`config.mk`:
```
export PLATFORM = sky130hd
export DESIGN_NAME = dmem_arbiter
export DESIGN_NICKNAME = d
export VERILOG_FILES = /design/src/rtl/dmem_pkg.sv /design/src/rtl/dmem_arbiter_rr_arb2.sv /design/src/rtl/dmem_arbiter.sv
export SDC_FILE = /design/constraint.sdc
export NUM_CORES = 1
export LEC_CHECK = 0
export CORE_ASPECT_RATIO = 1.25
export CORE_UTILIZATION = 42
export CTS_CLUSTER_DIAMETER = 100
export DETAILED_ROUTE_END_ITERATION = 10
export HOLD_SLACK_MARGIN = 0.05
export PLACE_DENSITY = 0.92
export SKIP_CTS_REPAIR_TIMING = 1
export SYNTH_ARGS = -nofsm -noshare
export SYNTH_HDL_FRONTEND = slang
export SYNTH_SLANG_ARGS = --single-unit
export TNS_END_PERCENT = 50
```
`constraint.sdc`:
```
create_clock -name clk -period 5.28 [get_ports clk]
set_clock_uncertainty 0.05 [all_clocks]
set_input_delay 0.528 -clock clk [delete_from_list [all_inputs] [get_ports clk]]
set_output_delay 0.528 -clock clk [all_outputs]
set_load 0.01 [all_outputs]
```
`src/rtl/dmem_pkg.sv`:
```
// dmem_pkg: shared types and constants for the data-memory arbiter.
//   state_t          - sequencer states (IDLE, ACCESS, CAPTURE, RESP)
//   WORD_W, BYTE_W   - word and byte widths
//   MEM_LAST_DEFAULT - highest valid byte address of the data memory
//   addr_ok()        - alignment and range check for a word access
package dmem_pkg;

  localparam int WORD_W         = 32;
  localparam int BYTE_W         = 8;
  localparam int BYTES_PER_WORD = WORD_W / BYTE_W;

  localparam logic [WORD_W-1:0] MEM_LAST_DEFAULT = 32'd1000;

  typedef enum logic [1:0] {
    IDLE    = 2'd0,
    ACCESS  = 2'd1,
    CAPTURE = 2'd2,
    RESP    = 2'd3
  } state_t;

  // The last byte of the word is computed one bit wider than the address so
  // an address near the top of the 32-bit space cannot wrap and pass.
  function automatic logic addr_ok(input logic [WORD_W-1:0] addr,
                                   input logic [WORD_W-1:0] last);
    logic [WORD_W:0] lastByte;
    lastByte = {1'b0, addr} + (WORD_W+1)'(BYTES_PER_WORD - 1);
    return (addr[1:0] == 2'b00) && (lastByte <= {1'b0, last});
  endfunction

endpackage

```
`src/rtl/dmem_arbiter_rr_arb2.sv`:
```
// rr_arb2: two-way round-robin picker, purely combinational.
//   req[1:0]  in   pending requests (bit 0 = requester 0)
//   lastGrant in   index granted most recently
//   grant     out  one-hot grant, zero when nothing is requested
//   grantIdx  out  index of the granted requester
module rr_arb2 (
  input  logic [1:0] req,
  input  logic       lastGrant,
  output logic [1:0] grant,
  output logic       grantIdx
);

  always_comb begin
    grantIdx = 1'b0;
    grant    = 2'b00;
    if (req == 2'b11) begin
      // Tie: the requester that did not win last time goes first.
      grantIdx = ~lastGrant;
    end else if (req == 2'b10) begin
      grantIdx = 1'b1;
    end
    if (req != 2'b00) begin
      grant = grantIdx ? 2'b10 : 2'b01;
    end
  end

endmodule

```
`src/rtl/dmem_arbiter.sv`:
```
// dmem_arbiter: round-robin arbiter and access sequencer for the byte-addressed,
// big-endian data memory. Checks alignment/range before any access and drives
// single-cycle memory strobes.
//   clk, rst                    clock, async active-high reset
//   r0*/r1*  Req,We,Addr,WData  requests (held until ack/err)
//   r0*/r1*  Ack,Err,RData      one-cycle responses, read data
//   memRead, memWrite           single-cycle strobes (only in ACCESS)
//   memAddress, memWriteData    latched access address / write data
//   memReadData                 memory read data
//
// state   | meaning
// IDLE    | arbitrate, latch request, check address
// ACCESS  | one-cycle read or write strobe
// CAPTURE | register memory read data
// RESP    | ack or err pulse to the granted requester
import dmem_pkg::*;

module dmem_arbiter #(
  parameter logic [WORD_W-1:0] MEM_LAST = MEM_LAST_DEFAULT
) (
  input  logic              clk,
  input  logic              rst,
  input  logic              r0Req,
  input  logic              r0We,
  input  logic [WORD_W-1:0] r0Addr,
  input  logic [WORD_W-1:0] r0WData,
  output logic              r0Ack,
  output logic              r0Err,
  output logic [WORD_W-1:0] r0RData,
  input  logic              r1Req,
  input  logic              r1We,
  input  logic [WORD_W-1:0] r1Addr,
  input  logic [WORD_W-1:0] r1WData,
  output logic              r1Ack,
  output logic              r1Err,
  output logic [WORD_W-1:0] r1RData,
  output logic              memRead,
  output logic              memWrite,
  output logic [WORD_W-1:0] memAddress,
  output logic [WORD_W-1:0] memWriteData,
  input  logic [WORD_W-1:0] memReadData
);

  state_t            state, stateNext;
  logic              lastGrant;
  logic              gntIdx;
  logic              weReg;
  logic              errReg;
  logic [WORD_W-1:0] rdataReg;

  logic [1:0]        arbGrant;
  logic              arbIdx;
  logic [WORD_W-1:0] selAddr;
  logic              addrGood;
  logic              take;

  rr_arb2 u_arb (
    .req      ({r1Req, r0Req}),
    .lastGrant(lastGrant),
    .grant    (arbGrant),
    .grantIdx (arbIdx)
  );

  assign selAddr  = arbIdx ? r1Addr : r0Addr;
  assign addrGood = addr_ok(selAddr, MEM_LAST);
  assign take     = (state == IDLE) && (arbGrant != 2'b00);

  always_comb begin
    stateNext = state;
    memRead   = 1'b0;
    memWrite  = 1'b0;
    r0Ack     = 1'b0;
    r1Ack     = 1'b0;
    r0Err     = 1'b0;
    r1Err     = 1'b0;
    case (state)
      IDLE: begin
        if (take) stateNext = addrGood ? ACCESS : RESP;
      end
      ACCESS: begin
        stateNext = weReg ? RESP : CAPTURE;
        // Gated by rst so a write aborted before its edge never commits.
        memWrite  = weReg & ~rst;
        memRead   = ~weReg & ~rst;
      end
      CAPTURE: stateNext = RESP;
      RESP: begin
        stateNext = IDLE;
        r0Ack     = ~errReg & ~gntIdx;
        r1Ack     = ~errReg &  gntIdx;
        r0Err     =  errReg & ~gntIdx;
        r1Err     =  errReg &  gntIdx;
      end
      default: stateNext = IDLE;
    endcase
  end

  always_ff @(posedge clk or posedge rst) begin
    if (rst) begin
      state        <= IDLE;
      lastGrant    <= 1'b1;
      gntIdx       <= 1'b0;
      weReg        <= 1'b0;
      errReg       <= 1'b0;
      memAddress   <= '0;
      memWriteData <= '0;
      rdataReg     <= '0;
      r0RData      <= '0;
      r1RData      <= '0;
    end else begin
      state <= stateNext;
      if (take) begin
        lastGrant    <= arbIdx;
        gntIdx       <= arbIdx;
        weReg        <= arbIdx ? r1We : r0We;
        errReg       <= ~addrGood;
        memAddress   <= selAddr;
        memWriteData <= arbIdx ? r1WData : r0WData;
      end
      // Only the granted port's read data register moves; the other holds.
      if (state == CAPTURE) begin
        rdataReg <= memReadData;
        if (gntIdx) r1RData <= memReadData;
        else        r0RData <= memReadData;
      end
    end
  end

  // A granted requester must keep Req high until its response has been seen.
  always_ff @(posedge clk) begin
    if (!rst && state != IDLE) begin
      assert (gntIdx ? r1Req : r0Req)
        else $error("dmem_arbiter: granted request dropped before response");
    end
  end

endmodule

```
==> flow_metrics.py <==
metrics = {
    "critical_path": {
        "path_class": "primary input to flop",
        "slowest_stage": "a21boi_4",
        "cp_max_fo": 30,
        "arrival_ns": 3.92,
        "critPathBufInv": 2,
        "worstPathCellList": "clkdlybuf4s50_1 > a21boi_4 > buf_4 > nand2_1 > o32ai_2 > a31oi_1 > a211oi_1 > o2111ai_1 > a2111oi_2 > a211oi_1",
        "crit_path_frequent_cell": "a211oi_1",
        "crit_family": "compound AO/OA/AOI/OAI gates",
        "critPathLaunchType": "primary input",
        "required_ns": 5.51,
        "critPathCaptureType": "flop",
        "slowest_delay_ns": 0.69,
    },
    "finish": {
        "final_cells": 1126,
        "stdcell_area_mm2": 0.01040,
        "num_antenna_cells": 0,
        "fin_nets": 1071,
        "n_fill_cell": 1123,
        "drive_above_1_share": 0.1302,
        "area_growth_pct": 56.82,
    },
    "sta": {
        "rsz0062_at_grt": "no",
        "post-route-period-util": 0.6993,
        "worst_pin_slew_ns": 1.014,
        "fin_crit_ns": 3.692,
        "setup_tns_ns": 0,
        "slew_violations": 0,
        "hold_viol": 0,
        "setup_viol": 0,
        "timing.slew.headroom": 0.3242,
        "fmax_ghz": 0.2708,
        "setup_slack_ns": 1.588,
    },
    "die": {
        "initial_core_util": 0.4276,
        "rows": 51,
        "die_y_um": 142.5,
        "dieArea_mm2": 0.01630,
        "core-area_mm2": 0.01551,
        "chipWidth_um": 114.4,
        "io_pins": 300,
    },
    "placement": {
        "dp_hpwl_um": 15540,
        "placed_cell_area_mm2": 0.009812,
        "io_buffer_count": 299,
        "place_congestion": 0.9043,
        "pre_cts_ws_ns": 1.199,
        "dp_cells": 1094,
    },
    "synthesis": {
        "yosysMostFrequentCell": "dfrtp_1",
        "async_flop_share": 1.000,
        "synth_ff_type": "dfrtp_1",
        "yosys-top-cells-area": "dfrtp_1 50%, mux2_2 12%, mux2i_1 10%",
        "synth_common_cells": "133 x dfrtp_1, 88 x nand2_1, 71 x o21ai_0",
        "yosys.area.top_type_share": 0.5020,
        "synth_warnings": 0,
        "avgSynthCellArea_um2": 10.85,
        "yosysTopAreaCell": "dfrtp_1",
        "synth-seq-area-share": 0.5059,
        "syn_area_mm2": 0.006630,
        "syn-num-nets": 781,
        "ys_ff_latch": 134,
        "synth_edf_count": 0,
        "synthDistinctLibCells": 55,
        "synth_cells": 611,
    },
    "global_routing": {
        "antenna_found_initial": 0,
        "overflow": 0,
        "grt_pass1_vias": 6202,
        "grt_use_total": 0.2599,
        "grt_pass1_wl_um": 32350,
        "grt_max_degree": 82,
    },
    "detailed_routing": {
        "first_iter_violations": 377,
        "drc": 0,
        "routed_wirelength_um": 21040,
        "vias_per_cell": 5.354,
        "vias": 6029,
        "ant_nets": 0,
        "dr.pass1.iters": 4,
        "wl_per_cell_um": 18.68,
    },
    "clock_tree": {
        "numCtsBuffers": 17,
        "cts_tree": "yes",
        "worstSkewPairLatency_ns": 0.41,
        "numClockSinks": 134,
        "cts_buffer_depth": 2,
        "clock-root-buffer": "clkbuf_16",
        "cts.clk_slew.worst_paths_ns": 0.06,
        "h-tree-depth": 4,
    },
    "run_status": {
        "status": "completed",
    },
    "flow_run": {
        "drv_cap": 0,
    },
    "pwr": {
        "power_mw": 5.597,
        "p_per_area_mw_per_mm2": 538.3,
        "power.leakage_nw": 4.390,
        "irDropWorstVdd_v": 0.0003288,
    },
    "min_path": {
        "hold_path_class": "flop to flop",
    },
}
==> layer usage <==
| layer | global-route usage | up-vias | share of wire |
|---|---|---|---|
| met4 | 0.1490 | 2 | 0.043 |
| met1 | 0.2895 | 2854 | 0.37 |
| met2 | 0.4590 | 303 | 0.52 |
| met5 | 0 | - | 0.00057 |
| li1 | - | 2799 | - |
| met3 | 0.05239 | 71 | 0.063 |
==> per-stage QoR <==
| stage | util | hold slack, ns |
|---|---|---|
| 2_1_floorplan | - | 0.4365 |
| 3_3_place_gp | 0.6328 | 0.4105 |
| 3_5_place_dp | 0.6328 | 0.4193 |
| 4_1_cts | 0.6705 | 0.4326 |
| 5_1_grt | 0.6705 | 0.4537 |
| 6_report | 0.6705 | 0.4273 |
==> worst paths after layout <==
path,start,endpoint,slack [ns],cells past startpoint
max in group asynchronous,rst,memWriteData[8]$_DFFE_PP0P_,3.28,3
min reg2reg,memAddress[4]$_DFFE_PP0P_,memAddress[4]$_DFFE_PP0P_,0.43,2
min,memAddress[4]$_DFFE_PP0P_,memAddress[4]$_DFFE_PP0P_,0.43,2
min in group asynchronous,rst,memWriteData[2]$_DFFE_PP0P_,0.52,2
max,r1Req,state[1]$_DFFE_PP0P_,1.59,10
max reg2reg,lastGrant$_DFFE_PP1P_,state[1]$_DFFE_PP0P_,1.98,9
==> cell usage in the layout, fill, tap and decap left out, types with 2 or more instances in the layout <==
| cell | instances |
|---|---|
| xnor2_1 | 3 |
| inv_6 | 7 |
| dfrtp_1 | 133 |
| a32oi_1 | 2 |
| o21ai_1 | 2 |
| a21oi_1 | 9 |
| a31o_2 | 3 |
| nor3b_1 | 5 |
| o22ai_1 | 3 |
| a31oi_1 | 4 |
| inv_8 | 2 |
| clkinvlp_4 | 4 |
| and3_1 | 11 |
| clkbuf_16 | 17 |
| ha_1 | 4 |
| inv_1 | 7 |
| nor4_1 | 2 |
| nand4_1 | 10 |
| mux2_2 | 68 |
| o21ai_0 | 71 |
| nand3_1 | 16 |
| nor2b_1 | 3 |
| buf_4 | 5 |
| nand2_1 | 88 |
| mux2i_1 | 69 |
| or3_1 | 3 |
| a22o_1 | 2 |
| nor2_1 | 11 |
| clkdlybuf4s50_1 | 299 |
| and2_1 | 3 |
| a211oi_1 | 4 |
| nor3_1 | 13 |
| o211ai_1 | 2 |
| o22a_1 | 2 |
==> power by group <==
group / switching (mW) / internal (mW) / leakage (nW)
combinational: 1.11 / 1.46 / 2.51
sequential: 0.309 / 1.55 / 1.61
clock: 0.503 / 0.667 / 0.275
total: 1.92 / 3.67 / 4.39
==> cell families (layout without fill, tap and decap cells) <==
family / count (synthesis) / in the layout / share of synthesized area
DFF: 134 / 134 / 0.5059
and+or+nand+nor: 172 / 172 / 0.1221
xor gates and xnor gates: 3 / 3 / 0.003964
buffers and inverters: 41 / 344 / 0.02736
muxes: 137 / 137 / 0.2197
AOI/OAI and AO/OA: 120 / 120 / 0.1134
adders and majority gates: 4 / 4 / 0.007549
==> area by class of cell <==
class / instances / area [um^2] / share of cell area
well taps: 212 / 265.3 / 0.02551
repair buffers: 304 / 3030 / 0.2915
clock buffers: 17 / 425.4 / 0.04091
inverters: 8 / 35.03 / 0.003369
multi-input cells: 436 / 3127 / 0.3007
clock inverters: 15 / 160.2 / 0.01540
flip-flops and latches: 134 / 3354 / 0.3226
==> tightest hold or removal path, delay by kind of cell, from the launching register on <==
| family | cells | cell delay, ns |
|---|---|---|
| AO/OA/AOI/OAI | 1 | 0.06 |
| flip-flops | 1 | 0.33 |
| AND/OR/NAND/NOR | 1 | 0.05 |
==> state kept, by name (all words and copies together), names as in the netlist <==
| register | flops |
|---|---|
| memAddress | 32 |
| memWriteData | 32 |
| r0RData | 32 |
| r1RData | 32 |
| state | 2 |
| errReg | 1 |
| gntIdx | 1 |
| lastGrant | 1 |
| weReg | 1 |
Power figures use the tool's default switching activity.
